==> src/rtl/legv8_exec_adders.sv <==
// ---------------------------------------------------------------------------
// legv8_exec_adders
// Execute-stage datapath for the single-cycle LEGv8 core. It contains the ALU
// with zero detect, the PC-increment adder, the branch-target adder, the
// next-PC select, and a clocked NZCV flag register.
//
// Configuration macro: ALU_SHIFT_EN
//   defined   : codes 100/101 perform LSL/LSR by b_in[5:0]
//   undefined : codes 100/101 give result 0 (zero=1, N/C/V=0), and no
//               shifter is built
//
// Ports
//   clk           in   rising-edge clock (flag register only)
//   reset         in   asynchronous active-low reset of flags_nzcv
//   a_in, b_in    in   ALU operands (DATA_W)
//   alu_operation in   ALU function select (3)
//   set_flags     in   load NZCV on the next rising edge
//   branch        in   branch request from the controller
//   pc            in   current instruction address (ADDR_W)
//   instruction   in   current instruction word (32)
//   result, zero  out  ALU result and its zero detect (combinational)
//   pc_plus4      out  pc + PC_INC
//   branch_target out  pc + (sign-extended offset << 2)
//   take_branch   out  branch & zero
//   next_pc       out  branch_target when take_branch, else pc_plus4
//   flags_nzcv    out  registered {N,Z,C,V}
// ---------------------------------------------------------------------------
module legv8_exec_adders #(
  parameter int DATA_W = 64,
  parameter int ADDR_W = 32,
  parameter int PC_INC = 4
) (
  input  logic              clk,
  input  logic              reset,
  input  logic [DATA_W-1:0] a_in,
  input  logic [DATA_W-1:0] b_in,
  input  logic [2:0]        alu_operation,
  input  logic              set_flags,
  input  logic              branch,
  input  logic [ADDR_W-1:0] pc,
  input  logic [31:0]       instruction,
  output logic [DATA_W-1:0] result,
  output logic              zero,
  output logic [ADDR_W-1:0] pc_plus4,
  output logic [ADDR_W-1:0] branch_target,
  output logic              take_branch,
  output logic [ADDR_W-1:0] next_pc,
  output logic [3:0]        flags_nzcv
);

  typedef enum logic [2:0] {
    ALU_AND    = 3'b000,
    ALU_ORR    = 3'b001,
    ALU_ADD    = 3'b010,
    ALU_EOR    = 3'b011,
    ALU_LSL    = 3'b100,
    ALU_LSR    = 3'b101,
    ALU_SUB    = 3'b110,
    ALU_PASS_B = 3'b111
  } alu_op_e;

  localparam logic [5:0] OPC_B = 6'b000101;

`ifdef ALU_SHIFT_EN
  localparam int SH_W = $clog2(DATA_W);
`endif

  alu_op_e           op;
  logic [DATA_W:0]   add_ext;
  logic [DATA_W:0]   sub_ext;
  logic              carry;
  logic              ovf;
  logic              msb_a;
  logic              msb_b;
  logic              msb_r;

  assign op = alu_op_e'(alu_operation);

  // One extra bit on each side captures carry-out; for SUB it is a + ~b + 1,
  // whose carry-out is the inverted borrow (a >= b unsigned).
  assign add_ext = {1'b0, a_in} + {1'b0, b_in};
  assign sub_ext = {1'b0, a_in} + {1'b0, ~b_in} + (DATA_W+1)'(1);

  assign msb_a = a_in[DATA_W-1];
  assign msb_b = b_in[DATA_W-1];
  assign msb_r = result[DATA_W-1];

  always_comb begin
    result = '0;
    carry  = 1'b0;
    ovf    = 1'b0;
    unique case (op)
      ALU_AND:    result = a_in & b_in;
      ALU_ORR:    result = a_in | b_in;
      ALU_EOR:    result = a_in ^ b_in;
      ALU_ADD: begin
        result = add_ext[DATA_W-1:0];
        carry  = add_ext[DATA_W];
        ovf    = (add_ext[DATA_W-1] != msb_a) && (msb_a == msb_b);
      end
      ALU_SUB: begin
        result = sub_ext[DATA_W-1:0];
        carry  = sub_ext[DATA_W];
        ovf    = (sub_ext[DATA_W-1] != msb_a) && (msb_a != msb_b);
      end
`ifdef ALU_SHIFT_EN
      ALU_LSL:    result = a_in << b_in[SH_W-1:0];
      ALU_LSR:    result = a_in >> b_in[SH_W-1:0];
`else
      ALU_LSL:    result = '0;
      ALU_LSR:    result = '0;
`endif
      ALU_PASS_B: result = b_in;
      default:    result = '0;
    endcase
  end

  assign zero = ~|result;

  always_ff @(posedge clk or negedge reset) begin
    if (!reset) begin
      flags_nzcv <= '0;
    end else if (set_flags) begin
      flags_nzcv <= {msb_r, zero, carry, ovf};
    end
  end

  logic [ADDR_W-1:0] offset;

  // B carries imm26 in [25:0]; every other branch is CB-format with imm19 in [23:5].
  always_comb begin
    if (instruction[31:26] == OPC_B) begin
      offset = {{(ADDR_W-26){instruction[25]}}, instruction[25:0]};
    end else begin
      offset = {{(ADDR_W-19){instruction[23]}}, instruction[23:5]};
    end
  end

  assign pc_plus4      = pc + ADDR_W'(PC_INC);
  assign branch_target = pc + (offset << 2);
  assign take_branch   = branch & zero;
  assign next_pc       = take_branch ? branch_target : pc_plus4;

endmodule

==> config.mk <==
export PLATFORM = sky130hd
export DESIGN_NAME = legv8_exec_adders
export DESIGN_NICKNAME = d
export VERILOG_FILES = /design/src/rtl/legv8_exec_adders.sv
export SDC_FILE = /design/constraint.sdc
export NUM_CORES = 1
export LEC_CHECK = 0
export CAP_MARGIN = 15
export CORE_ASPECT_RATIO = 1.2
export CORE_MARGIN = 2
export CORE_UTILIZATION = 30
export DETAILED_ROUTE_END_ITERATION = 7
export GPL_TIMING_DRIVEN = 1
export REMOVE_ABC_BUFFERS = 1
export SETUP_SLACK_MARGIN = 0.3
export SLEW_MARGIN = 20
export SYNTH_ARGS = -nofsm -noshare
export SYNTH_HDL_FRONTEND = slang
export SYNTH_SLANG_ARGS = --single-unit
export TNS_END_PERCENT = 10
==> constraint.sdc <==
create_clock -name clk -period 15.71 [get_ports clk]
set_input_delay 2.3565 -clock clk [delete_from_list [all_inputs] [get_ports clk]]
set_output_delay 2.3565 -clock clk [all_outputs]
set_load 0.05 [all_outputs]
== Word-level counts from Yosys, hierarchy flattened ==
Cells that the tools add are included.
W data, S select, Z words.

* Register bits: 4
* Input bits: 199
* Output and inout bits: 166
* Word-level logic and storage cells: 34

* Add/sub/neg operators: 5
* Equality and inequality tests: 12
* Multiplexer cells: 5
* Bitwise logic cells: 5
* Reductions and logical operators: 6

{| class="wikitable"
|+ Operators by type and width
! kind !! number
|-
| $pmux W64 S7 || 1
|-
| $add A64 B64 Y65 || 2
|-
| $add A65 B1 Y65 const B || 1
|-
| $and A64 B64 Y64 || 1
|-
| $not A64 Y64 || 1
|-
| $or A64 B64 Y64 || 1
|-
| $reduce_or A64 Y1 || 1
|-
| $xor A64 B64 Y64 || 1
|-
| $add A32 B3 Y32 const B || 1
|-
| $add A32 B32 Y32 || 1
|-
| $mux W32 || 1
|-
| $mux W30 || 1
|-
| $eq A3 B3 Y1 const B || 4
|-
| $eq A3 B2 Y1 const B || 2
|-
| $eq A6 B3 Y1 const B || 1
|-
| $pmux W1 S2 || 2
|-
| $eq A3 B1 Y1 const B || 1
|-
| $logic_not A3 Y1 || 1
|-
| $ne A1 B1 Y1 || 3
|-
| $logic_and A1 B1 Y1 || 2
|-
| $reduce_or A2 Y1 || 1
|-
| $and A1 B1 Y1 || 1
|-
| $eq A1 B1 Y1 || 1
|-
| $logic_not A1 Y1 || 1
|}

== Logic depth before layout (Yosys ltp) ==
Gate-level depths: netlist (run 1).

* Depth after elaboration: 8
* Depth in mapped cells: 22
* Mapped depth without buffers: 20

== Worst setup path after synthesis (run 1) ==
No wires, ideal clock.

* Kind: input to output
* Start point: input port a_in[6]
* End point: output port next_pc[10]
* Arrival time: 7.461 ns
* Path slack: 5.892 ns
* Stages: 19
* Cells stage by stage: inv_1 > ha_1 > buf_6 > or4_4 > nand2b_4 > o211a_1 > o41a_1 > o31a_1 > a21oi_4 > a311oi_2 > o31ai_1 > xnor2_1 > o22ai_1 > or4_1 > nor4_1 > or4b_1 > buf_2 > buf_6 > mux2_4

* Cells in the longest elaborated chain, start to end: 7
* Elaborated cells between the ends (all ways): 11

{| class="wikitable"
|+ Ends and longest elaborated chain
! what !! RTL line !! text
|-
| start, declared || 35 || <nowiki>input logic [DATA_W-1:0] a_in,</nowiki>
|-
| $add A64 B64 Y65 || 82 || <nowiki>assign sub_ext = {1'b0, a_in} + {1'b0, ~b_in} + (DATA_W+1)'(1);</nowiki>
|-
| $add A65 B1 Y65 || 82 ||
|-
| $pmux W64 S7 * || 92 || <nowiki>unique case (op)</nowiki>
|-
| via result[57] || 42 || <nowiki>output logic [DATA_W-1:0] result,</nowiki>
|-
| $reduce_or A64 Y1 * || 118 || <nowiki>assign zero = ~|result;</nowiki>
|-
| $logic_not A1 Y1 * || 118 ||
|-
| $and A1 B1 Y1 * || 141 || <nowiki>assign take_branch = branch & zero;</nowiki>
|-
| $mux W32 * || 142 || <nowiki>assign next_pc = take_branch ? branch_target : pc_plus4;</nowiki>
|-
| end, declared || 47 || <nowiki>output logic [ADDR_W-1:0] next_pc,</nowiki>
|}

Mark *: on every way through the listed nets, which the timed path passes. The rest lies on a longest branch.

== Worst setup path in the final report (run 1) ==
* Start point: input port a_in[14]
* End point: output port next_pc[31]

* Cells in the longest elaborated chain, start to end: 7
* Elaborated cells between the ends (all ways): 11

{| class="wikitable"
|+ Ends and longest elaborated chain
! what !! RTL line
|-
| $add A64 B64 Y65 || 82
|-
| $add A65 B1 Y65 || 82
|-
| $pmux W64 S7 * || 92
|-
| $reduce_or A64 Y1 * || 118
|-
| $logic_not A1 Y1 * || 118
|-
| $and A1 B1 Y1 * || 141
|-
| $mux W32 * || 142
|}

Every way passes the cells marked *; elsewhere a longest branch is shown, timed or not.

==> impl_metrics.yaml, run 1 <==
placement:
  routabilityCongestion: 1.02
  hpwl_um: 71300
  dp_cells: 3470
  portBuffers: 356
critical_path:
  cp_max_fo: 31
  worstPathArrival_ps: 10480
  crit_required_ps: 13350
  path_buf_inv: 4
  end_kind: "output port"
  slowest_stage: "a2111oi_2"
  crit_chain: "clkdlybuf4s50_1, inv_1, ha_1, or4_1, or4_1, nor3_1, nor3_1, a21oi_1, o21bai_1, a2111oi_2, nor2_1, mux2i_1, o32ai_1, nand4_1, nor4_1, or4b_2, buf_4, mux2_1, clkdlybuf4s50_1"
  crit_family: "simple AND/OR/NAND/NOR gates"
  critPathKind: "in2out"
  cp-start-kind: "primary input"
  worst_path_largest_cell_delay_ps: 830
grt:
  grt_pass1_wl_um: 131000
  grt_max_degree: 61
  antenna_found_initial: 5
  first_global_vias: 20500
  grtUsageTotal_pct: 30.3
  grt_overflow: 0
floorplan:
  io_pins: 365
  die_w_um: 216
  rows: 93
  dieArea_mm2: 0.0556
  die_y_um: 258
  core-area_mm2: 0.0534
  start_util_pct: 30.2
sta:
  rsz0062_at_grt: "false"
  setup_tns_ps: 0
  slew_headroom_pct: 20.0
  skew_ps: 0
  max_clock_freq_ghz: 0.0779
  fin_crit_sh_pct: 81.7
  min_period_ps: 12840
  tightestPinTransition_ps: 1190
  finalSetupViolations: 0
  drv_slew: 0
  finalHoldViolations: 0
routing:
  post_drt_via_cell_ratio: 6.17
  first_pass_iters: 6
  drc: 0
  drt_iter0_drc: 2194
  wl_um: 89700
  wl_per_cell_um: 25.8
  vias: 21500
  ant_nets: 0
yosys:
  synth_area_mm2: 0.0161
  syn_inst: 2530
  synth-edff-count: 0
  yosysUniqueCellTypes: 92
  synthArstFlopShare_pct: 100
  ys_ff_latch: 4
  ys_seq_area_share_pct: 0.621
  avgSynthCellArea_um2: 6.37
  synth_warnings: 0
  synth_flop_cell: "dfrtp_1"
clocking:
  root_buffer: "clkbuf_16"
  clk_latency_ps: 220
  cts_made_buffers: 3
  clkTransAtPathRegs_ps: 30
  cts.path.max_buffers: 2
  h-tree-depth: 1
  post_cts_buffers: 0
  cts_tree: "yes"
  hold_buffers: 0
  numClockSinks: 4
  postCtsResizedCells: 0
cells_and_area:
  mostFrequentLayoutCells: "353 x clkdlybuf4s50_1, 290 x a21oi_1, 273 x nand2_1, 228 x ha_1, 226 x inv_1"
  nets: 3193
  largest-register: "flags_nzcv"
  drive_above_1_share_pct: 4.20
  final_cell_count_no_fill: 3476
  largest_reg_flops: 4
  largestRegisters: "flags_nzcv (4)"
  syn2layout_area_growth_pct: 25.6
  fillers: 5720
  final_common_cell: "clkdlybuf4s50_1"
hold_path:
  hold_path_class: "reg2reg"
power:
  max-vdd-ir-drop_uv: 71.7
  powerDensity_mw_per_mm2: 53.5
  p_leak_uw: 0.00880
  power.total_uw: 1080
run:
  cap_viol_max_count: 0
run_status:
  status: "finished, final reports clean"
## synth_stat cells, types with 35 or more instances
master	number	area, um^2
nor4_1	45	282
nor2_1	196	736
clkbuf_1	128	480
nand4_1	45	282
o21bai_1	43	323
a21o_1	48	360
nand2_1	274	1030
ha_1	228	2850
nand3_1	47	235
xnor2_1	54	473
inv_1	226	848
a21oi_1	290	1450
a221oi_1	35	307
o21ai_0	172	861
nor3_1	62	310
## report_power, final
group          switching [uW]  internal (uW)  total (uW)
Clock                    6.71           32.5        39.2
Sequential              0.680           11.4        12.1
Combinational             692            340        1030
## cell families (layout without fill, tap and decap cells)
group | Yosys count | in the layout | synth area share [%]
XOR/XNOR | 83 | 83 | 4.51
flip-flops | 4 | 4 | 0.621
AO/OA/AOI/OAI | 919 | 919 | 37.3
buffers and inverters | 387 | 618 | 9.34
other | 0 | 3 | 0
adder cells (fa/ha/maj) | 231 | 231 | 18.1
AND/OR/NAND/NOR | 839 | 839 | 25.1
multiplexers | 67 | 67 | 5.14
## layout make-up
| type | instances | area (um^2) | share of cell area, % |
|---|---|---|---|
| multi-input combinational | 2139 | 14600 | 71.9 |
| timing repair buffer | 383 | 3760 | 18.5 |
| tap | 712 | 891 | 4.40 |
| inverter | 232 | 871 | 4.30 |
| sequential | 4 | 100 | 0.494 |
| clock buffer | 3 | 75.1 | 0.371 |
| antenna | 3 | 7.51 | 0.0371 |
## worst min-delay path, delay by kind of cell (launching register included)
| kind | cells | cell delay, ps |
|---|---|---|
| mux | 1 | 60 |
| flops | 1 | 370 |
| buf+inv | 1 | 50 |
## worst paths after layout
| check | slack [ps] | endpoint | from | depth (start not counted) |
|---|---|---|---|---|
| worst max-delay path | 2870 | next_pc[31] | a_in[14] | 19 |
| worst min-delay path | 530 | flags_nzcv[2]$_DFFE_PN0P_ | flags_nzcv[2]$_DFFE_PN0P_ | 2 |
| worst max register to register | 14950 | flags_nzcv[3]$_DFFE_PN0P_ | flags_nzcv[3]$_DFFE_PN0P_ | 1 |
| worst min register to register | 530 | flags_nzcv[2]$_DFFE_PN0P_ | flags_nzcv[2]$_DFFE_PN0P_ | 2 |
| max in group asynchronous | 13190 | flags_nzcv[0]$_DFFE_PN0P_ | reset | 1 |
| min in group asynchronous | 2340 | flags_nzcv[2]$_DFFE_PN0P_ | reset | 1 |
## routing by layer
metal | part of all wire (%) | routed length (um) | up-vias | global-route usage [%]
li1 | - | - | 9692 | -
met1 | 38 | 34300 | 10200 | 36.2
met2 | 46 | 41400 | 1305 | 51.8
met3 | 8.7 | 7820 | 286 | 3.90
met4 | 6.8 | 6130 | 0 | 18.2
met5 | 0 | 0 | - | 0
## through the flow
stage	hold WS (ps)	util, %	instance area [um^2]	setup WS (ps)
2_1_floorplan	750	-	15500	5070
3_3_place_gp	504	37.8	20200	3170
3_5_place_dp	523	37.8	20200	3130
4_1_cts	528	37.9	20300	3080
5_1_grt	556	37.9	20300	2780
6_report	526	37.9	20300	2870
Power figures use the tool's default switching activity.
==> run 2: changes to the inputs <==
==> constraint.sdc (replaced) <==
create_clock -name clk -period 12.8 [get_ports clk]
set_input_delay 1.92 -clock clk [delete_from_list [all_inputs] [get_ports clk]]
set_output_delay 1.92 -clock clk [all_outputs]
set_load 0.05 [all_outputs]
==> run 2 against run 1 <==
Critical path depth is the same. Clock power grew 23%. Sequential power grew 24%. Clock skew is the same. Sequential share of layout area hardly changed. Critical endpoint is now next_pc[26]. Combinational power increased by 23%. Total power is 23% higher. Register-to-register slack got worse by 2900 ps. Largest power group unchanged. Setup slack worse by 2100 ps. Final area barely moved.
==> impl_metrics.yaml, run 2 (synthesis results as in run 1) <==
cells_and_area:
  regArea_um2: 100
  final_common_cell: "clkdlybuf4s50_1"
  largestRegisters: "flags_nzcv (4)"
  largest-register: "flags_nzcv"
  drive_above_1_share_pct: 4.20
  fillers: 5714
  multi_input_area_mm2: 0.0146
  mostFrequentLayoutCells: "353 x clkdlybuf4s50_1, 290 x a21oi_1, 273 x nand2_1, 228 x ha_1, 226 x inv_1"
  largest_reg_flops: 4
  syn2layout_area_growth_pct: 25.7
  nets: 3194
hold_path:
  hold_depth: 1
  hold_path_class: "reg2reg"
  holdPathEnd: "flags_nzcv[3]$_DFFE_PN0P_"
  min_from: "flags_nzcv[3]$_DFFE_PN0P_"
floorplan:
  io_pins: 365
  die_y_um: 258
  start_util_pct: 30.2
  rows: 93
  core-area_mm2: 0.0534
  dieArea_mm2: 0.0556
  die_w_um: 216
routing:
  ant_nets: 0
  drc: 0
  post_drt_via_cell_ratio: 6.15
  wl_per_cell_um: 26.1
  wl_um: 90600
  vias: 21400
  drt_iter0_drc: 2506
  first_pass_iters: 6
critical_path:
  rr_startpoint: "flags_nzcv[3]$_DFFE_PN0P_"
  crit_chain: "clkdlybuf4s50_1, inv_1, ha_1, or4_1, or4_1, nor3_1, nor3_1, a21oi_1, o21bai_1, a2111oi_2, nor2_1, mux2i_1, o32ai_1, nand4_1, nor4_1, or4b_2, buf_4, mux2_4, clkdlybuf4s50_1"
  slowest_stage: "a2111oi_2"
  cp-start-kind: "primary input"
  crit_required_ps: 10880
  end_kind: "output port"
  worst_path_largest_cell_delay_ps: 940
  cp_max_fo: 31
  reg2reg_depth: 1
  r2r_end: "flags_nzcv[3]$_DFFE_PN0P_"
  critPathKind: "in2out"
  worstPathArrival_ps: 10140
  regToRegSetupSlack_ps: 12050
sta:
  whs_ps: 522
  skew_ps: 0
  drv_slew: 0
  slew_headroom_pct: 28.6
  finalHoldViolations: 0
  setup_tns_ps: 0
  fin_crit_sh_pct: 94.2
  max_clock_freq_ghz: 0.0829
  rsz0062_at_grt: "false"
  finalSetupViolations: 0
  min_period_ps: 12060
  tightestPinTransition_ps: 1060
grt:
  grt_pass1_wl_um: 131000
  grtUsageTotal_pct: 30.6
  grt_max_degree: 55
  grt_overflow: 0
  antenna_found_initial: 6
  first_global_vias: 20700
clocking:
  cts_tree: "yes"
  h-tree-depth: 1
  numClockSinks: 4
  clk_latency_ps: 220
  cts.path.max_buffers: 2
  postCtsResizedCells: 0
  cts_made_buffers: 3
  root_buffer: "clkbuf_16"
  clkTransAtPathRegs_ps: 30
  hold_buffers: 0
  post_cts_buffers: 0
power:
  p_leak_uw: 0.00881
  max-vdd-ir-drop_uv: 99.4
  powerDensity_mw_per_mm2: 65.9
placement:
  routabilityCongestion: 1.03
  portBuffers: 356
  hpwl_um: 73300
run:
  cap_viol_max_count: 0
run_status:
  status: "finished, final reports clean"
-- run 2: worst max path at each step --
stage	startpoint	to	slack, ps	depth (start not counted)
global route	a_in[14]	next_pc[31]	750	19
floorplan	a_in[14]	next_pc[31]	3030	16
global placement	a_in[14]	next_pc[31]	1080	19
CTS	a_in[12]	next_pc[31]	1000	19
finish	a_in[12]	next_pc[26]	740	19
detailed placement	a_in[12]	next_pc[31]	1040	19
-- run 2: stage by stage --
stage          util (%)  power, uW  area (um^2)  setup slack (ps)  std cells
6_report           38.0       1340        20300               738       3479
5_1_grt            38.0       1400        20300               751       3479
4_1_cts            37.9       1310        20300              1000       3474
3_5_place_dp       37.8       1260        20200              1040       3471
3_3_place_gp       37.8       1260        20200              1080       3471
2_1_floorplan         -        778        15500              3030       2375
-- run 2: final cells by class --
class / count / area share (%)
multi-input combinational: 2139 / 71.8
tap: 712 / 4.39
inverter: 232 / 4.30
clock buffer: 3 / 0.370
antenna: 5 / 0.0617
timing repair buffer: 384 / 18.6
sequential: 4 / 0.494
-- run 2: worst max-delay path: cells and delay by family --
family,cells,cell delay [ps]
compound gates,4,2170
fa+ha+maj,1,470
buf+inv,4,1630
mux,2,550
simple gates,8,3330
-- run 2: per-layer routing --
metal  global-route usage [%]  share of wire (%)  up-vias
met5                        0                  0        -
met4                     17.4                6.6        0
met3                     3.42                7.0      285
met2                     54.1                 47     1222
met1                     35.7                 39    10200
li1                         -                  -     9695
-- run 2: power breakdown --
group          internal (uW)  leakage [uW]  switching [uW]  total [uW]
registers               14.0     0.0000503           0.958        15.0
clock network           39.9     0.0000370            8.39        48.3
logic                    419       0.00872             854        1270
total                    473       0.00881             863        1340
==> run 3: changes to the inputs <==
--- a/config.mk
+++ b/config.mk
@@ -8,9 +8,10 @@
 export CAP_MARGIN = 15
 export CORE_ASPECT_RATIO = 1.2
 export CORE_MARGIN = 2
-export CORE_UTILIZATION = 30
+export CORE_UTILIZATION = 45
 export DETAILED_ROUTE_END_ITERATION = 7
 export GPL_TIMING_DRIVEN = 1
+export PLACE_DENSITY = 0.73
 export REMOVE_ABC_BUFFERS = 1
 export SETUP_SLACK_MARGIN = 0.3
 export SLEW_MARGIN = 20
==> constraint.sdc (replaced) <==
create_clock -name clk -period 12.8 [get_ports clk]
set_input_delay 1.92 -clock clk [delete_from_list [all_inputs] [get_ports clk]]
set_output_delay 1.92 -clock clk [all_outputs]
set_load 0.02 [all_outputs]
==> run 3 against run 2 <==
Worst hold slack lost 16 ps. Final area fell by 1.7%. Fmax grew 4.8%. Sequential cell count stayed put. Clock power rose by 1%. Combinational power shrank 13%. Largest cell class unchanged. Sequential share of layout area hardly changed. Total power shrank 12%.
==> impl_metrics.yaml, run 3 (synthesis results as in run 1) <==
critical_path:
  rr_startpoint: "flags_nzcv[3]$_DFFE_PN0P_"
  cp-start-kind: "primary input"
  end_kind: "output port"
  cp_max_fo: 31
  worstPathArrival_ps: 9590
  crit_required_ps: 10880
  reg2reg_depth: 1
  r2r_end: "flags_nzcv[3]$_DFFE_PN0P_"
  critPathKind: "in2out"
  regToRegSetupSlack_ps: 12060
floorplan:
  dieArea_mm2: 0.0374
  rows: 75
  die_w_um: 177
  core-area_mm2: 0.0352
  start_util_pct: 45.8
  die_y_um: 211
  io_pins: 365
sta:
  max_clock_freq_ghz: 0.0869
  setup_tns_ps: 0
  postLayoutSetupSlackWorst_ps: 1290
  tightestPinTransition_ps: 1160
  rsz0062_at_grt: "false"
  skew_ps: 0
  fin_crit_sh_pct: 89.9
  drv_slew: 0
  min_period_ps: 11510
  finalSetupViolations: 0
  slew_headroom_pct: 22.4
  finalHoldViolations: 0
grt:
  grt_pass1_wl_um: 122000
  grt_overflow: 0
  grtUsageTotal_pct: 41.9
  first_global_vias: 20700
  antenna_found_initial: 3
  grt_max_degree: 58
clocking:
  cts.path.max_buffers: 2
  root_buffer: "clkbuf_16"
  numClockSinks: 4
  clk_latency_ps: 220
  clkTransAtPathRegs_ps: 30
  hold_buffers: 0
  h-tree-depth: 1
  post_cts_buffers: 0
  cts_tree: "yes"
  cts_made_buffers: 3
  postCtsResizedCells: 0
placement:
  portBuffers: 356
  routabilityCongestion: 1.08
  hpwl_um: 65400
  dp_slack_ps: 1650
cells_and_area:
  drive_above_1_share_pct: 4.09
  largest_reg_flops: 4
  mostFrequentLayoutCells: "353 x clkdlybuf4s50_1, 290 x a21oi_1, 273 x nand2_1, 228 x ha_1, 226 x inv_1"
  syn2layout_area_growth_pct: 23.6
  largestRegisters: "flags_nzcv (4)"
  final_common_cell: "clkdlybuf4s50_1"
  largest-register: "flags_nzcv"
  regArea_um2: 100
  nets: 3192
  fillers: 3493
  multi_input_area_mm2: 0.0146
  final_util_pct: 56.6
power:
  powerDensity_mw_per_mm2: 58.7
  p_leak_uw: 0.00879
  max-vdd-ir-drop_uv: 42.3
hold_path:
  hold_depth: 1
  holdPathEnd: "flags_nzcv[3]$_DFFE_PN0P_"
  hold_path_class: "reg2reg"
  min_from: "flags_nzcv[3]$_DFFE_PN0P_"
run:
  cap_viol_max_count: 0
routing:
  drc: 0
  vias: 21600
  wl_um: 82300
  first_pass_iters: 7
  drt_iter0_drc: 2173
  post_drt_via_cell_ratio: 6.71
  ant_nets: 0
  wl_per_cell_um: 25.5
run_status:
  status: "finished, final reports clean"
==> run 3: changes by cell type in the layout (fill, tap and decap cells not counted) <==
cell / previous run / this run
or3_4: 0 / 1
buf_2: 1 / 3
nor2_4: 1 / 0
nand2_2: 0 / 1
nor2_2: 2 / 3
nand2_4: 1 / 0
buf_4: 30 / 26
and2_1: 22 / 23
diode_2: 5 / 3
and2_2: 1 / 0
or3_2: 1 / 0
==> run 3: layer usage <==
layer	GRT usage (%)	vias to the layer above	part of all wire, %
met5	0	-	0
met4	27.5	0	8.3
met3	7.42	350	10
met2	70.4	1454	45
met1	48.6	10100	37
li1	-	9700	-
==> run 3: how the worst max path moves through the flow <==
stage	end	slack (ps)	start	cells after the start
floorplan	next_pc[31]	3380	a_in[4]	16
global placement	next_pc[31]	1630	b_in[8]	20
detailed placement	next_pc[31]	1650	b_in[8]	20
CTS	next_pc[31]	1630	b_in[8]	20
global route	next_pc[31]	1160	b_in[8]	20
finish	next_pc[31]	1290	b_in[8]	20
==> run 3: worst max-delay path, cell delays in order <==
cell,delay (ps)
clkdlybuf4s50_1,540
inv_1,100
ha_1,610
nor2_1,130
a221oi_1,440
o211ai_1,130
buf_4,200
o31ai_1,690
a21oi_1,490
a211oi_1,770
xnor2_1,200
nor2_1,70
o32a_1,350
nor4_1,470
nand4b_1,170
nor4_1,350
or4b_2,640
buf_4,330
mux2_1,400
clkdlybuf4s50_1,540
==> run 3: report_power, final <==
part	switching (uW)	total [uW]	internal [uW]	leakage (uW)
sequential	0.618	14.6	14.0	0.0000503
combinational	686	1110	420	0.00870
clock	8.91	48.8	39.9	0.0000370
total	695	1170	474	0.00879
==> run 3: layout make-up <==
cell class / instances / area share [%]
inverter: 232 / 4.37
tap: 462 / 2.90
multi-input combinational: 2139 / 73.0
clock buffer: 3 / 0.377
sequential: 4 / 0.502
antenna: 3 / 0.0377
timing repair buffer: 382 / 18.8
==> run 3: per-stage QoR <==
| stage | hold slack (ps) | std cells | area, um^2 | power [uW] |
|---|---|---|---|---|
| finish | 506 | 3225 | 19900 | 1170 |
| global route | 514 | 3225 | 19900 | 1230 |
| CTS | 507 | 3222 | 19900 | 1130 |
| detailed placement | 500 | 3219 | 19800 | 1080 |
| global placement | 491 | 3219 | 19800 | 1070 |
| floorplan | 605 | 2375 | 15500 | 627 |
